==> config.mk <==
export PLATFORM = sky130hd
export DESIGN_NAME = gol_run_ctrl_flat
export DESIGN_NICKNAME = d
export VERILOG_FILES = /design/src/rtl/gol_run_ctrl_if.sv /design/src/rtl/gol_run_ctrl.sv /design/src/flat_wrapper.sv
export SDC_FILE = /design/constraint.sdc
export NUM_CORES = 1
export LEC_CHECK = 0
export BUFFER_PORTS_ARGS = -buffer_cell sky130_fd_sc_hd__buf_2
export CORE_UTILIZATION = 55
export CTS_CLUSTER_SIZE = 25
export DETAILED_ROUTE_END_ITERATION = 8
export GPL_ROUTABILITY_DRIVEN = 0
export HOLD_SLACK_MARGIN = 0.02
export PLACE_DENSITY = 0.92
export SETUP_SLACK_MARGIN = 0.02
export SLEW_MARGIN = 20
export SYNTH_ARGS = -nofsm -noshare
export SYNTH_HDL_FRONTEND = slang
export SYNTH_SLANG_ARGS = --single-unit
export TNS_END_PERCENT = 50
==> constraint.sdc <==
create_clock -name clk -period 5 [get_ports clk]
set_clock_uncertainty 0.2 [all_clocks]
set_input_delay 0.5 -clock clk [delete_from_list [all_inputs] [get_ports clk]]
set_output_delay 0.5 -clock clk [all_outputs]
set_load 0.01 [all_outputs]
==> src/rtl/gol_run_ctrl_if.sv <==
// Host-side signal bundle for the Game of Life run controller.
// The controller uses the slave modport; the host/loader/evaluator side uses master.
interface gol_run_ctrl_if #(
    parameter int GEN_W = 16
);
    logic             load_req;
    logic [3:0]       load_id;
    logic             run_en;
    logic             step;
    logic [0:63]      pattern_mat_in;
    logic [0:63]      next_mat_in;
    logic [3:0]       pattern_id;
    logic [0:63]      board;
    logic [GEN_W-1:0] gen_count;
    logic             busy;
    logic             running;
    logic             stable;
    logic             empty;

    modport master (
        output load_req, load_id, run_en, step, pattern_mat_in, next_mat_in,
        input  pattern_id, board, gen_count, busy, running, stable, empty
    );

    modport slave (
        input  load_req, load_id, run_en, step, pattern_mat_in, next_mat_in,
        output pattern_id, board, gen_count, busy, running, stable, empty
    );
endinterface

==> src/rtl/gol_run_ctrl.sv <==
// Run controller for the 8x8 Game of Life board: sequences pattern loads and
// advances the board in timed, single-step or paused modes, halting on a still life.
module gol_run_ctrl #(
    parameter int TICK_DIV = 50_000_000,
    parameter int GEN_W    = 16
) (
    input logic           clk,
    input logic           rst,
    gol_run_ctrl_if.slave bus
);
    localparam int TW = $clog2(TICK_DIV);
    localparam logic [TW-1:0] TICK_LAST = TW'(TICK_DIV - 1);

    typedef enum logic [2:0] {
        IDLE,
        LOAD_WAIT,
        LOAD_CAP,
        PAUSED,
        RUN,
        HALTED
    } state_e;

    state_e           state_q;
    logic [0:63]      board_q;
    logic [3:0]       pid_q;
    logic [GEN_W-1:0] gen_q;
    logic [GEN_W-1:0] gen_d;
    logic [TW-1:0]    tick_q;
    logic             still_d;
    logic             can_load_d;

    always_comb begin
        still_d    = (bus.next_mat_in == board_q);
        gen_d      = (&gen_q) ? gen_q : gen_q + 1'b1;
        can_load_d = (state_q == IDLE) || (state_q == PAUSED) ||
                     (state_q == RUN)  || (state_q == HALTED);
    end

    always_ff @(posedge clk) begin
        if (rst) begin
            state_q <= IDLE;
            board_q <= '0;
            pid_q   <= '0;
            gen_q   <= '0;
            tick_q  <= '0;
        end else if (can_load_d && bus.load_req) begin
            pid_q   <= bus.load_id;
            state_q <= LOAD_WAIT;
        end else begin
            case (state_q)
                LOAD_WAIT: state_q <= LOAD_CAP;
                // Loader output became valid at the previous edge; capture it now.
                LOAD_CAP: begin
                    board_q <= bus.pattern_mat_in;
                    gen_q   <= '0;
                    tick_q  <= '0;
                    state_q <= PAUSED;
                end
                PAUSED: begin
                    if (bus.step) begin
                        if (still_d) begin
                            state_q <= HALTED;
                        end else begin
                            board_q <= bus.next_mat_in;
                            gen_q   <= gen_d;
                        end
                    end else if (bus.run_en) begin
                        tick_q  <= '0;
                        state_q <= RUN;
                    end
                end
                RUN: begin
                    if (!bus.run_en) begin
                        tick_q  <= '0;
                        state_q <= PAUSED;
                    end else if (tick_q == TICK_LAST) begin
                        tick_q <= '0;
                        if (still_d) begin
                            state_q <= HALTED;
                        end else begin
                            board_q <= bus.next_mat_in;
                            gen_q   <= gen_d;
                        end
                    end else begin
                        tick_q <= tick_q + 1'b1;
                    end
                end
                default: ;
            endcase
        end
    end

    assign bus.pattern_id = pid_q;
    assign bus.board      = board_q;
    assign bus.gen_count  = gen_q;
    assign bus.busy       = (state_q == LOAD_WAIT) || (state_q == LOAD_CAP);
    assign bus.running    = (state_q == RUN);
    assign bus.stable     = (state_q == HALTED);
    assign bus.empty      = (board_q == '0);
endmodule

==> src/flat_wrapper.sv <==
// flat-port wrapper written by rule: the top's interface ports become plain ports
module gol_run_ctrl_flat 
#(
    parameter int TICK_DIV = 50_000_000,
    parameter int GEN_W    = 16
)
  (clk, rst, bus_load_req, bus_load_id, bus_run_en, bus_step, bus_pattern_mat_in, bus_next_mat_in, bus_pattern_id, bus_board, bus_gen_count, bus_busy, bus_running, bus_stable, bus_empty);
  gol_run_ctrl_if #(.GEN_W(GEN_W)) bus_i ();
  input logic clk;
  input logic rst;
  input wire logic [$bits(bus_i.load_req)-1:0] bus_load_req;
  input wire logic [$bits(bus_i.load_id)-1:0] bus_load_id;
  input wire logic [$bits(bus_i.run_en)-1:0] bus_run_en;
  input wire logic [$bits(bus_i.step)-1:0] bus_step;
  input wire logic [$bits(bus_i.pattern_mat_in)-1:0] bus_pattern_mat_in;
  input wire logic [$bits(bus_i.next_mat_in)-1:0] bus_next_mat_in;
  output wire logic [$bits(bus_i.pattern_id)-1:0] bus_pattern_id;
  output wire logic [$bits(bus_i.board)-1:0] bus_board;
  output wire logic [$bits(bus_i.gen_count)-1:0] bus_gen_count;
  output wire logic [$bits(bus_i.busy)-1:0] bus_busy;
  output wire logic [$bits(bus_i.running)-1:0] bus_running;
  output wire logic [$bits(bus_i.stable)-1:0] bus_stable;
  output wire logic [$bits(bus_i.empty)-1:0] bus_empty;
  assign bus_i.load_req = bus_load_req;
  assign bus_i.load_id = bus_load_id;
  assign bus_i.run_en = bus_run_en;
  assign bus_i.step = bus_step;
  assign bus_i.pattern_mat_in = bus_pattern_mat_in;
  assign bus_i.next_mat_in = bus_next_mat_in;
  assign bus_pattern_id = bus_i.pattern_id;
  assign bus_board = bus_i.board;
  assign bus_gen_count = bus_i.gen_count;
  assign bus_busy = bus_i.busy;
  assign bus_running = bus_i.running;
  assign bus_stable = bus_i.stable;
  assign bus_empty = bus_i.empty;
  gol_run_ctrl #(.TICK_DIV(TICK_DIV), .GEN_W(GEN_W)) u_core (.clk(clk), .rst(rst), .bus(bus_i));
endmodule
==> qor.yml <==
synthesis:
  postSynth.asyncResetShare: 0
  yosys.cell_count.top_type: "sky130_fd_sc_hd__nand2_1"
  netlist_area_um2: 6930
  synthTopCellsByCount: "167 x sky130_fd_sc_hd__nand2_1, 113 x sky130_fd_sc_hd__dfxtp_1, 82 x sky130_fd_sc_hd__xnor2_1, 76 x sky130_fd_sc_hd__inv_1, 71 x sky130_fd_sc_hd__a211oi_1"
  yosysSeqAreaShare: 0.326
  yosys_warnings: 0
  synthCells: 874
  synth_fp_nets: 1013
  post_synth.cell_area_avg_um2: 7.93
  synth_largest_area_cell: "sky130_fd_sc_hd__dfxtp_1"
  ys_ff_latch: 113
  synth_ff_type: "sky130_fd_sc_hd__dfxtp_1"
  synth_edf_count: 0
  synthDominantCellAreaShare: 0.326
  synth_cell_types: 54
  synth.top_cells.by_area: "sky130_fd_sc_hd__dfxtp_1 33%, sky130_fd_sc_hd__o2111a_1 10%, sky130_fd_sc_hd__xnor2_1 10%"
min_path:
  min_from: "bus_load_id[0]"
  worstHoldPathType: "input pin to flip-flop"
sta:
  slew_viol_final: 0
  achievable-frequency_mhz: 292
  tns_ns: 0
  finalHoldViolations: 0
  rsz0062_at_grt: "false"
  setup_violations: 0
  slew_at_the_pin_closest_to_its_max_slew_limit_ns: 1.01
  final_min_period_over_clock_period: 0.686
  final_period_minus_worst_setup_slack_ns: 3.43
  max_slew_margin: 0.321
route:
  route.top_layer_used: "met4"
  met3WireLength_um: 2290
  vias: 7719
  detail_route.wirelength.met1_um: 9320
  final_antenna_net_count: 0
  detailedRoute.firstPassIterationCount: 7
  dr_iter_0_viols: 978
  routedWlPerCell_um: 19.2
  wirelength_um: 23700
  route.detailed.drc: 0
  wl_met2_um: 11000
  drt-vias-per-instance: 6.25
critical_path:
  timing.critical_path.fanout_max: 82
  startpoint_type: "flip-flop"
  endpoint_kind: "flip-flop"
  critical_path_required_ns: 5.11
  worst_r2r_path_depth: 7
  critical_path.reg2reg.endpoint: "u_core.bus.board[43]"
  crit_path_end: "u_core.bus.board[43]"
  crit_start: "u_core.state_q[1]"
  critPathKind: "flip-flop to flip-flop"
  worstReg2RegStart: "u_core.state_q[1]"
  crit_chain: "or3b_1 > clkinv_2 > a21oi_4 > buf_4 > nand2_1 > o2111a_1 > a211oi_1"
  arrival_time_of_the_worst_setup_path_ns: 3.54
  slowest_stage: "sky130_fd_sc_hd__buf_4"
  critPathMaxStageDelay_ns: 0.78
  ff2ff_setup_slack_ns: 1.57
power:
  clkPwrFrac: 0.274
  p_sw_w: 0.00158
  seqPwrFrac: 0.338
  power.switching_fraction: 0.399
  power.leakage_nw: 3.42
  internal-power_w: 0.00238
  powerDensity_nw_per_um2: 461
  combinationalPowerShare: 0.388
  max-vdd-ir-drop_mv: 0.269
final_layout:
  layout-drive-gt1-share: 0.252
  synthesis_to_finish_area_growth_pct: 23.9
  layout.filler_cells: 944
  design.final.nets: 1198
  finish.instance_area_um2: 8590
die:
  floorplan.io_pins: 225
  initial_core_util: 0.570
  chipHeight_um: 114
  fp.dieArea_um2: 13100
  core_um2: 12200
  die_w_um: 114
  core.rowCount: 40
clock_network:
  post-cts-setup-buffer-count: 0
  clk_pin_slew_ns: 0.05
  post_cts_hold_buffer_count: 0
  cts_tree: "built"
  clock-root-buffer: "sky130_fd_sc_hd__clkbuf_16"
  ctsLongestPathBuffers: 2
  num_cts_buffers: 17
  cts_sinks: 113
  ctsHtreeMaxLevel: 4
  source_to_sink_clock_delay_at_the_later_pin_of_the_worst_skew_pair_ns: 0.43
  postCtsResizedCells: 0
flow_run:
  max-cap-violations: 0
grt:
  track_usage: 0.361
  grt_pass1_vias: 7004
  grt_first_pass_wirelength_um: 36300
  grt_overflow: 0
  antenna_found_initial: 1
  grt_start_max_net_pins: 83
status:
  outcome: "completed"
placed_design:
  placement.io_buffers: 224
  placed_cell_area_um2: 8070
  dpl.hpwl_um: 16300
==> cell usage in the layout, fill, tap and decap left out, drive strengths merged, types with 20 or more instances in the layout <==
cell / Yosys / final
xnor2: 82 / 82
nor2: 43 / 43
a211oi: 71 / 71
o2111a: 64 / 64
buf: 18 / 231
clkbuf: 47 / 26
inv: 76 / 76
nand2: 167 / 167
dfxtp: 113 / 113
nand4: 32 / 32
nand3: 20 / 20
nor4: 21 / 21
==> how the worst min path moves through the flow <==
stage | depth (start not counted) | endpoint | slack, ns
floorplan | 2 | u_core.tick_q[3] | 0.27
global placement | 2 | u_core.bus.pattern_id[1] | 0.24
detailed placement | 2 | u_core.bus.pattern_id[3] | 0.27
CTS | 3 | u_core.bus.pattern_id[0] | 0.12
global route | 3 | u_core.bus.pattern_id[0] | 0.14
finish | 3 | u_core.bus.pattern_id[0] | 0.12
==> cell type report <==
cell class | count | area, um^2 | share of cell area
sequential | 113 | 2260 | 0.263
multi-input combinational | 619 | 4130 | 0.481
inverter | 77 | 290 | 0.0338
timing repair buffer | 231 | 1170 | 0.137
tap | 168 | 210 | 0.0245
antenna | 1 | 2.50 | 0.000291
clock buffer | 26 | 519 | 0.0604
==> power groups by stage <==
stage	sequential [W]	combinational [W]	clock [W]
6_report	0.00134	0.00154	0.00109
5_1_grt	0.00136	0.00164	0.00113
4_1_cts	0.00133	0.00150	0.00108
3_5_place_dp	0.00134	0.00148	0
3_3_place_gp	0.00133	0.00145	0
2_1_floorplan	0.00135	0.000918	0
==> metrics by stage <==
step	utilization	power (W)	cells	hold WS, ns	setup WS, ns
after global placement	0.663	0.00278	1208	0.240	1.61
final	0.706	0.00396	1235	0.119	1.57
after floorplan	-	0.00227	874	0.272	2.65
after global routing	0.706	0.00412	1235	0.139	1.45
after CTS	0.706	0.00391	1234	0.120	1.67
after detailed placement	0.663	0.00282	1208	0.268	1.53
==> cells by family (layout without fill, tap and decap cells) <==
family                     after synthesis  in the layout  share of synthesized area
and+or+nand+nor                        332            332                      0.225
muxes                                   16             16                     0.0231
xor gates and xnor gates                88             88                      0.111
adders and majority gates                2              2                    0.00361
DFF                                    113            113                      0.326
buffers and inverters                  142            334                     0.0810
AOI/OAI and AO/OA                      181            181                      0.230
other                                    0              1                          0
==> registers in the layout, summed over array words and instances (netlist names) <==
signal / flops
u_core.state_q: 3
u_core.tick_q: 26
u_core.bus.pattern_id: 4
u_core.bus.gen_count: 16
u_core.bus.board: 64
==> critical path: cells and delay by family (launching register included) <==
kind | cells | cell delay (ns)
AOI/OAI and AO/OA | 3 | 1.03
and+or+nand+nor | 2 | 0.45
DFF | 1 | 0.69
buffers and inverters | 2 | 0.92
==> per-layer routing <==
layer  global-route usage  vias up
met1                0.461     3606
li1                     -     3493
met4                0.177        0
met2                0.574      523
met5                    0        -
met3               0.0858       97
Note: power is estimated with default switching activity, not from simulation.
